File: src/rtl/pll_lock_sequencer.sv
// Sequences the GMII 125 MHz PLL: areset pulse, stable-lock qualification, TX reset release,
// retry/fault handling. Define PLL_LOSS_COUNT_EN to build the saturating lock-loss counter.
module pll_lock_sequencer #(
  parameter int ARESET_CYCLES       = 16,
  parameter int LOCK_STABLE_CYCLES  = 1024,
  parameter int LOCK_TIMEOUT_CYCLES = 1000000,
  parameter int MAX_RETRIES         = 3
) (
  input  logic       clk,
  input  logic       reset,
  input  logic       pll_locked,
  input  logic       restart,
  output logic       pll_areset,
  output logic       rst_out,
  output logic       ready,
  output logic       fault,
  output logic [7:0] retry_cnt
`ifdef PLL_LOSS_COUNT_EN
  ,
  output logic [7:0] loss_cnt
`endif
);

  localparam int AW = (ARESET_CYCLES > 1)       ? $clog2(ARESET_CYCLES)       : 1;
  localparam int SW = (LOCK_STABLE_CYCLES > 1)  ? $clog2(LOCK_STABLE_CYCLES)  : 1;
  localparam int TW = (LOCK_TIMEOUT_CYCLES > 1) ? $clog2(LOCK_TIMEOUT_CYCLES) : 1;
  localparam logic [AW-1:0] AREA_LAST = AW'(ARESET_CYCLES - 1);
  localparam logic [SW-1:0] STB_LAST  = SW'(LOCK_STABLE_CYCLES - 1);
  localparam logic [TW-1:0] TMO_LAST  = TW'(LOCK_TIMEOUT_CYCLES - 1);
  localparam logic [7:0]    RETRY_MAX = 8'(MAX_RETRIES);

  typedef enum logic [2:0] {RESET_PLL, WAIT_LOCK, STABLE, RUN, FAULT} state_t;

  state_t        state, state_nxt;
  logic [1:0]    sync_q;
  logic          locked_s;
  logic [AW-1:0] area_cnt, area_nxt;
  logic [SW-1:0] stb_cnt, stb_nxt;
  logic [TW-1:0] tmo_cnt, tmo_nxt;
  logic [7:0]    retry_nxt;
  logic          timeout;

  assign locked_s = sync_q[1];
  assign timeout  = (tmo_cnt == TMO_LAST);

  always_ff @(posedge clk) begin
    if (reset) sync_q <= '0;
    else       sync_q <= {sync_q[0], pll_locked};
  end

  always_comb begin
    state_nxt = state;
    area_nxt  = '0;
    stb_nxt   = '0;
    tmo_nxt   = '0;
    retry_nxt = retry_cnt;
    case (state)
      RESET_PLL: begin
        if (area_cnt == AREA_LAST) state_nxt = WAIT_LOCK;
        else                       area_nxt  = area_cnt + AW'(1);
      end
      WAIT_LOCK, STABLE: begin
        // tmo_cnt spans both states so a glitching lock cannot extend the attempt
        tmo_nxt = tmo_cnt + TW'(1);
        if (timeout) begin
          tmo_nxt = '0;
          if (retry_cnt == RETRY_MAX) state_nxt = FAULT;
          else begin
            retry_nxt = retry_cnt + 8'd1;
            state_nxt = RESET_PLL;
          end
        end else if (state == WAIT_LOCK) begin
          if (locked_s) state_nxt = STABLE;
        end else if (!locked_s) begin
          state_nxt = WAIT_LOCK;
        end else if (stb_cnt == STB_LAST) begin
          state_nxt = RUN;
        end else begin
          stb_nxt = stb_cnt + SW'(1);
        end
      end
      RUN: begin
        if (!locked_s) begin
          state_nxt = RESET_PLL;
          retry_nxt = '0;
        end
      end
      FAULT: ;
      default: state_nxt = RESET_PLL;
    endcase
    if (restart) begin
      state_nxt = RESET_PLL;
      retry_nxt = '0;
      area_nxt  = '0;
      stb_nxt   = '0;
      tmo_nxt   = '0;
    end
  end

  always_ff @(posedge clk) begin
    if (reset) begin
      state      <= RESET_PLL;
      area_cnt   <= '0;
      stb_cnt    <= '0;
      tmo_cnt    <= '0;
      retry_cnt  <= '0;
      pll_areset <= 1'b1;
      rst_out    <= 1'b1;
      ready      <= 1'b0;
      fault      <= 1'b0;
    end else begin
      state      <= state_nxt;
      area_cnt   <= area_nxt;
      stb_cnt    <= stb_nxt;
      tmo_cnt    <= tmo_nxt;
      retry_cnt  <= retry_nxt;
      pll_areset <= (state_nxt == RESET_PLL) || (state_nxt == FAULT);
      rst_out    <= (state_nxt != RUN);
      ready      <= (state_nxt == RUN);
      fault      <= (state_nxt == FAULT);
    end
  end

`ifdef PLL_LOSS_COUNT_EN
  // a lock loss coinciding with restart still counts
  logic loss_evt;
  assign loss_evt = (state == RUN) && !locked_s;

  always_ff @(posedge clk) begin
    if (reset)                              loss_cnt <= '0;
    else if (loss_evt && loss_cnt != 8'hFF) loss_cnt <= loss_cnt + 8'd1;
  end
`endif

endmodule

File: config.mk
export PLATFORM = sky130hd
export DESIGN_NAME = pll_lock_sequencer
export DESIGN_NICKNAME = d
export VERILOG_FILES = /design/src/rtl/pll_lock_sequencer.sv
export SDC_FILE = /design/constraint.sdc
export NUM_CORES = 1
export LEC_CHECK = 0
export BUFFER_PORTS_ARGS = -buffer_cell sky130_fd_sc_hd__buf_4
export CORE_MARGIN = 1
export CORE_UTILIZATION = 35
export DETAILED_ROUTE_END_ITERATION = 16
export PLACE_DENSITY = 0.48
export SLEW_MARGIN = 20
export SYNTH_ARGS = -nofsm -noshare
export SYNTH_HDL_FRONTEND = slang
export SYNTH_SLANG_ARGS = --single-unit
File: constraint.sdc
create_clock -name clk -period 2.4 [get_ports clk]
set_clock_uncertainty 0.05 [all_clocks]
set_input_delay 0.24 -clock clk [delete_from_list [all_inputs] [get_ports clk]]
set_output_delay 0.24 -clock clk [all_outputs]
set_load 0.02 [all_outputs]
==> After elaboration in Yosys (flattened, before gate mapping) <==
Index checks and enable logic that the tools add are counted.
{ "totals": {"latch_bits": 0, "ramBits": 0, "romBits": 0, "memories": 0, "ff_bits": 51, "in_bits": 4, "elab_cells": 55} }
{ "classes": {"add_sub_neg": 4, "magnitude_cmp": 0, "shift": 0, "multipliers": 0, "div_mod_pow": 0, "n_reduce_logical": 10, "n_eq_ne": 14, "n_mux": 14, "n_bitwise": 3} }
{ "op_table": {"columns": ["cell", "count"], "rows": [
  ["two-way mux 3 bit", 9],
  ["two-way mux 8 bit", 3],
  ["adder 20 x 1 -> 20 bit (second input constant)", 1],
  ["== test 20 bit (second input constant)", 1],
  ["one-hot mux 8 bit (2 select lines)", 1],
  ["one-hot mux 3 bit (4 select lines)", 1],
  ["adder 10 x 1 -> 10 bit (second input constant)", 1],
  ["== test 10 bit (second input constant)", 1],
  ["== test 3 x 2 -> 1 bit (second input constant)", 3],
  ["adder 8 x 1 -> 8 bit (second input constant)", 1],
  ["== test 8 x 2 -> 1 bit (second input constant)", 1],
  ["OR reduction 4 bit", 2],
  ["OR reduction 7 bit", 1],
  ["== test 3 bit (second input constant)", 2],
  ["zero test 3 bit", 2],
  ["!= test 2 bit (second input constant)", 3],
  ["adder 4 x 1 -> 4 bit (second input constant)", 1],
  ["== test 4 bit (second input constant)", 1],
  ["AND reduction 4 bit", 1],
  ["OR reduction 2 bit", 2],
  ["== test 3 x 1 -> 1 bit (second input constant)", 1],
  ["!= test 3 x 2 -> 1 bit (second input constant)", 1],
  ["inverter 1 bit", 3],
  ["nonzero test 2 bit", 1],
  ["logical OR 1 bit", 1]
]} }

==> Logic depth before layout (Yosys ltp) <==
{ "depth": {"depth_word": 9, "mapped_depth": 7} }

==> Worst setup path before layout <==
Ideal clock, no wire load.
{ "synth_timing": {"path_type": "reg-to-reg", "startpoint": "register retry_cnt[0]", "endpoint": "register fault", "slack_ns": 0.278, "setup_time_ns": 0.078, "synth_period_minus_slack_ns": 2.122, "path_stages_with_launch": 8, "arrival_ns": 1.994, "cell_sequence": "dfxtp_1 ha_1 inv_1 or4_1 nor4_1 clkbuf_1 a32oi_1 nor3_1"} }
{ "synth_via": {"elab_chain_cells": 6} }
{ "synth_rtl": {"columns": ["element", "line_no", "source"], "rows": [
  ["from (decl)", "17", "output logic [7:0] retry_cnt"],
  ["from (signal assigned)", "116", "retry_cnt <= retry_nxt;"],
  ["== test 8 x 2 -> 1 bit", "67", "if (retry_cnt == RETRY_MAX) state_nxt = FAULT;"],
  ["two-way mux 3 bit", "67", null],
  ["two-way mux 3 bit", "65", "if (timeout) begin"],
  ["one-hot mux 3 bit (4 select lines)", "57", "case (state)"],
  ["two-way mux 3 bit", "91", "if (restart) begin"],
  ["== test 3 bit", "120", "fault <= (state_nxt == FAULT);"],
  ["to (signal assigned)", "120", null],
  ["to (decl)", "16", "output logic fault,"]
]} }
Every way passes these cells.
A chain may end at the register's enable or synchronous reset.

==> Final worst setup path <==
{ "layout_timing": {"startpoint": "register tmo_cnt[15]", "endpoint": "register retry_cnt[4]"} }
{ "layout_via": {"elab_chain_cells": 3} }
{ "layout_rtl": {"columns": ["element", "line_no", "source"], "rows": [
  ["from (decl)", "39", "logic [TW-1:0] tmo_cnt, tmo_nxt;"],
  ["from (signal assigned)", "115", "tmo_cnt <= tmo_nxt;"],
  ["== test 20 bit", "44", "assign timeout = (tmo_cnt == TMO_LAST);"],
  ["!= test 2 bit (no source line)", null, null],
  ["AND reduction 4 bit (no source line)", null, null]
]} }
Every way passes these cells.

==> impl_metrics.tcl <==
set metrics [dict create \
    cts_tree "yes" \
    power_mw 1.44 \
    power.density_mw_per_mm2 567 \
    cts-root-buf "clkbuf_8" \
    leakage_nw 0.881 \
    cp.arrival_ns 2.41 \
    grt_setup_unrepaired "false" \
    slew_violations 0 \
    start_util 0.368 \
    layout_setup_ws_ns 0.174 \
    hold_ws_ns 0.0917 \
    first_pass_iters 4 \
    syn_avg_cell_area_sq_um 8.98 \
    endpoint_kind "flip-flop" \
    n_antenna_cell 0 \
    r2r_start "tmo_cnt[15]$_SDFF_PP0_" \
    netlist_area_sq_mm 0.00222 \
    via_per_inst 5.00 \
    hold_buffers 0 \
    die_w_um 81.6 \
    setup_violations 0 \
    cp.required_ns 2.59 \
    io-pin-count 16 \
    grt_max_degree 21 \
    post-route-drc-count 0 \
    max_freq_mhz 449 \
    post-place-ws_ns 0.156 \
    finalSetupTns_ns 0 \
    fin_crit_ns 2.23 \
    reg2reg_depth 5 \
    fin_nets 278 \
    htreeDepth 2 \
    drt_iter0_markers 67 \
    crit_type "flip-flop to flip-flop" \
    rows 28 \
    ys.warnings.count 0 \
    crit_path_max_fanout 14 \
    numCtsBuffers 5 \
    fin_util 0.422 \
    min_period_over_period 0.927 \
    worst_pin_slew_ns 0.481 \
    maxCapViolations 0 \
    startpoint_type "flip-flop" \
    worstSkewPairLatency_ns 0.30 \
    die_h_um 81.6 \
    r2r-end "retry_cnt[4]$_SDFFE_PP0P_" \
    grtUsageTotal 0.145 \
    maxSlewHeadroom 0.677 \
    grt_pass1_vias 1637 \
    port_buffers 15 \
    synth_cell_types 40 \
    dieArea_sq_mm 0.00666 \
    ys_seq_area_frac 0.460 \
    post-cts-setup-buffers 0 \
    cts.sinks 51 \
    cts.repair.resized 0 \
    cp-startpoint "tmo_cnt[15]$_SDFF_PP0_" \
    synth_fp_nets 255 \
    netlist_instances 247 \
    rrSetupSlack_ns 0.17 \
    syn_to_final_growth_pct 14.7 \
    wl_per_cell_um 11.7 \
    gp_congestion 0.706 \
    drt_wl_total_um 4050 \
    grt_overflow 0 \
    grt_first_pass_wirelength_um 7450 \
    final_area_sq_mm 0.00254 \
    final.fill_count 623 \
    clkTransAtPathRegs_ns 0.09 \
    peakVddDrop_mv 0.288 \
    vias 1724 \
    clockBufferDepth 2 \
    crit_end "retry_cnt[4]$_SDFFE_PP0P_" \
    placed_area_sq_mm 0.00242 \
    finalHoldViolations 0 \
    worstHoldPathType "input pin to flip-flop" \
    status "finished clean" \
    antenna_found_initial 0 \
    drive_gt1_frac 0.119 \
    drt.antenna.violating_nets 0 \
    hpwl_um 2960 \
    core_sq_mm 0.00603 \
    yosys_register_bits 51 \
    placedCellCount 335 \
    instances_no_fill 345 \
]
-- cell families (layout without fill, tap and decap cells) --
family,Yosys count,after routing,share of synthesized area
AOI/OAI and AO/OA,35,35,0.0959
xor gates and xnor gates,25,25,0.0988
adders and majority gates,4,4,0.0226
buffers and inverters,12,35,0.0243
DFF,51,51,0.460
and+or+nand+nor,120,120,0.298
-- layer usage --
metal / global-route usage / up-vias / share of wire / wire length, um
li1: - / 925 / - / -
met1: 0.196 / 775 / 0.54 / 2180
met2: 0.219 / 20 / 0.42 / 1710
met3: 0.0400 / 4 / 0.030 / 120
met4: 0.0526 / 0 / 0.010 / 41
met5: 0 / - / 0 / 0
-- placed cells by master, fill, tap and decap left out, types with 2 or more instances in the layout --
cell      count
dfxtp_1      51
nor2_1       38
buf_4        21
nand3_1      17
xor2_1       16
nand2_1      13
a21oi_1      12
o21ai_0      11
and3_1       10
xnor2_1       9
inv_1         7
or3_1         6
or4_1         6
nor3_1        5
clkbuf_8      5
nand2b_1      4
and4_1        4
nand4_1       4
ha_1          4
o31ai_1       3
or4b_1        2
nor2b_1       2
nor4_1        2
-- flip-flops by register name (all words and copies together) (netlist names) --
signal      flops
stb_cnt        10
state           3
area_cnt        4
pll_areset      1
ready           1
fault           1
rst_out         1
retry_cnt       8
tmo_cnt        20
sync_q          2
-- layout make-up --
class	instances	area, sq um	area share
multi-input cells	184	1140	0.449
flip-flops and latches	51	1020	0.401
repair buffers	21	158	0.0620
well taps	75	93.8	0.0369
clock buffers	6	72.6	0.0285
clock inverters	1	30.0	0.0118
inverters	7	26.3	0.0103
-- cells in the mapped netlist (all sizes together) --
cell type	count	share of area
ha	4	0.023
nand2b	4	0.011
and2	2	0.0062
nor4bb	1	0.0045
xnor2	9	0.036
nand3	18	0.046
inv	7	0.012
and3	11	0.032
or3	6	0.017
buf	2	0.0073
o41ai	1	0.0040
xor2	16	0.063
nor2b	2	0.0056
o211ai	1	0.0034
a41oi	1	0.0040
nor2	38	0.064
a32oi	1	0.0040
nand4	4	0.011
a21boi	1	0.0034
o31ai	3	0.010
and4	4	0.016
or4b	3	0.015
a31oi	1	0.0028
nor3	5	0.011
a21oi	12	0.027
dfxtp	51	0.46
a21o	1	0.0034
a211o	1	0.0040
o21ai	11	0.025
or4	6	0.020
clkbuf	3	0.0051
nand2	13	0.022
a2111o	1	0.0051
nor4	3	0.015
-- worst max-delay path: stages (launching register included) --
cell and delay, ns:
dfxtp_1 0.33, or4b_1 0.58, nor4_4 0.34, nand3_4 0.20
or4_1 0.51, a21oi_1 0.14
-- power by group --
| part | leakage [nW] | switching (mW) | internal, mW |
|---|---|---|---|
| clock network | 0.0513 | 0.268 | 0.306 |
| logic | 0.419 | 0.0102 | 0.00655 |
| registers | 0.411 | 0.00239 | 0.848 |
| total | 0.881 | 0.280 | 1.16 |
-- worst min path at each step --
stage                                    start                    to  slack, ns  cells after the start
after global routing                pll_locked  sync_q[0]$_SDFF_PP0_       0.09                      2
after floorplan                          reset  sync_q[0]$_SDFF_PP0_       0.26                      1
after global placement    sync_q[0]$_SDFF_PP0_  sync_q[1]$_SDFF_PP0_       0.37                      1
after detailed placement  sync_q[0]$_SDFF_PP0_  sync_q[1]$_SDFF_PP0_       0.38                      1
final                               pll_locked  sync_q[0]$_SDFF_PP0_       0.09                      2
after CTS                           pll_locked  sync_q[0]$_SDFF_PP0_       0.08                      2
Power figures use the tool's default switching activity.
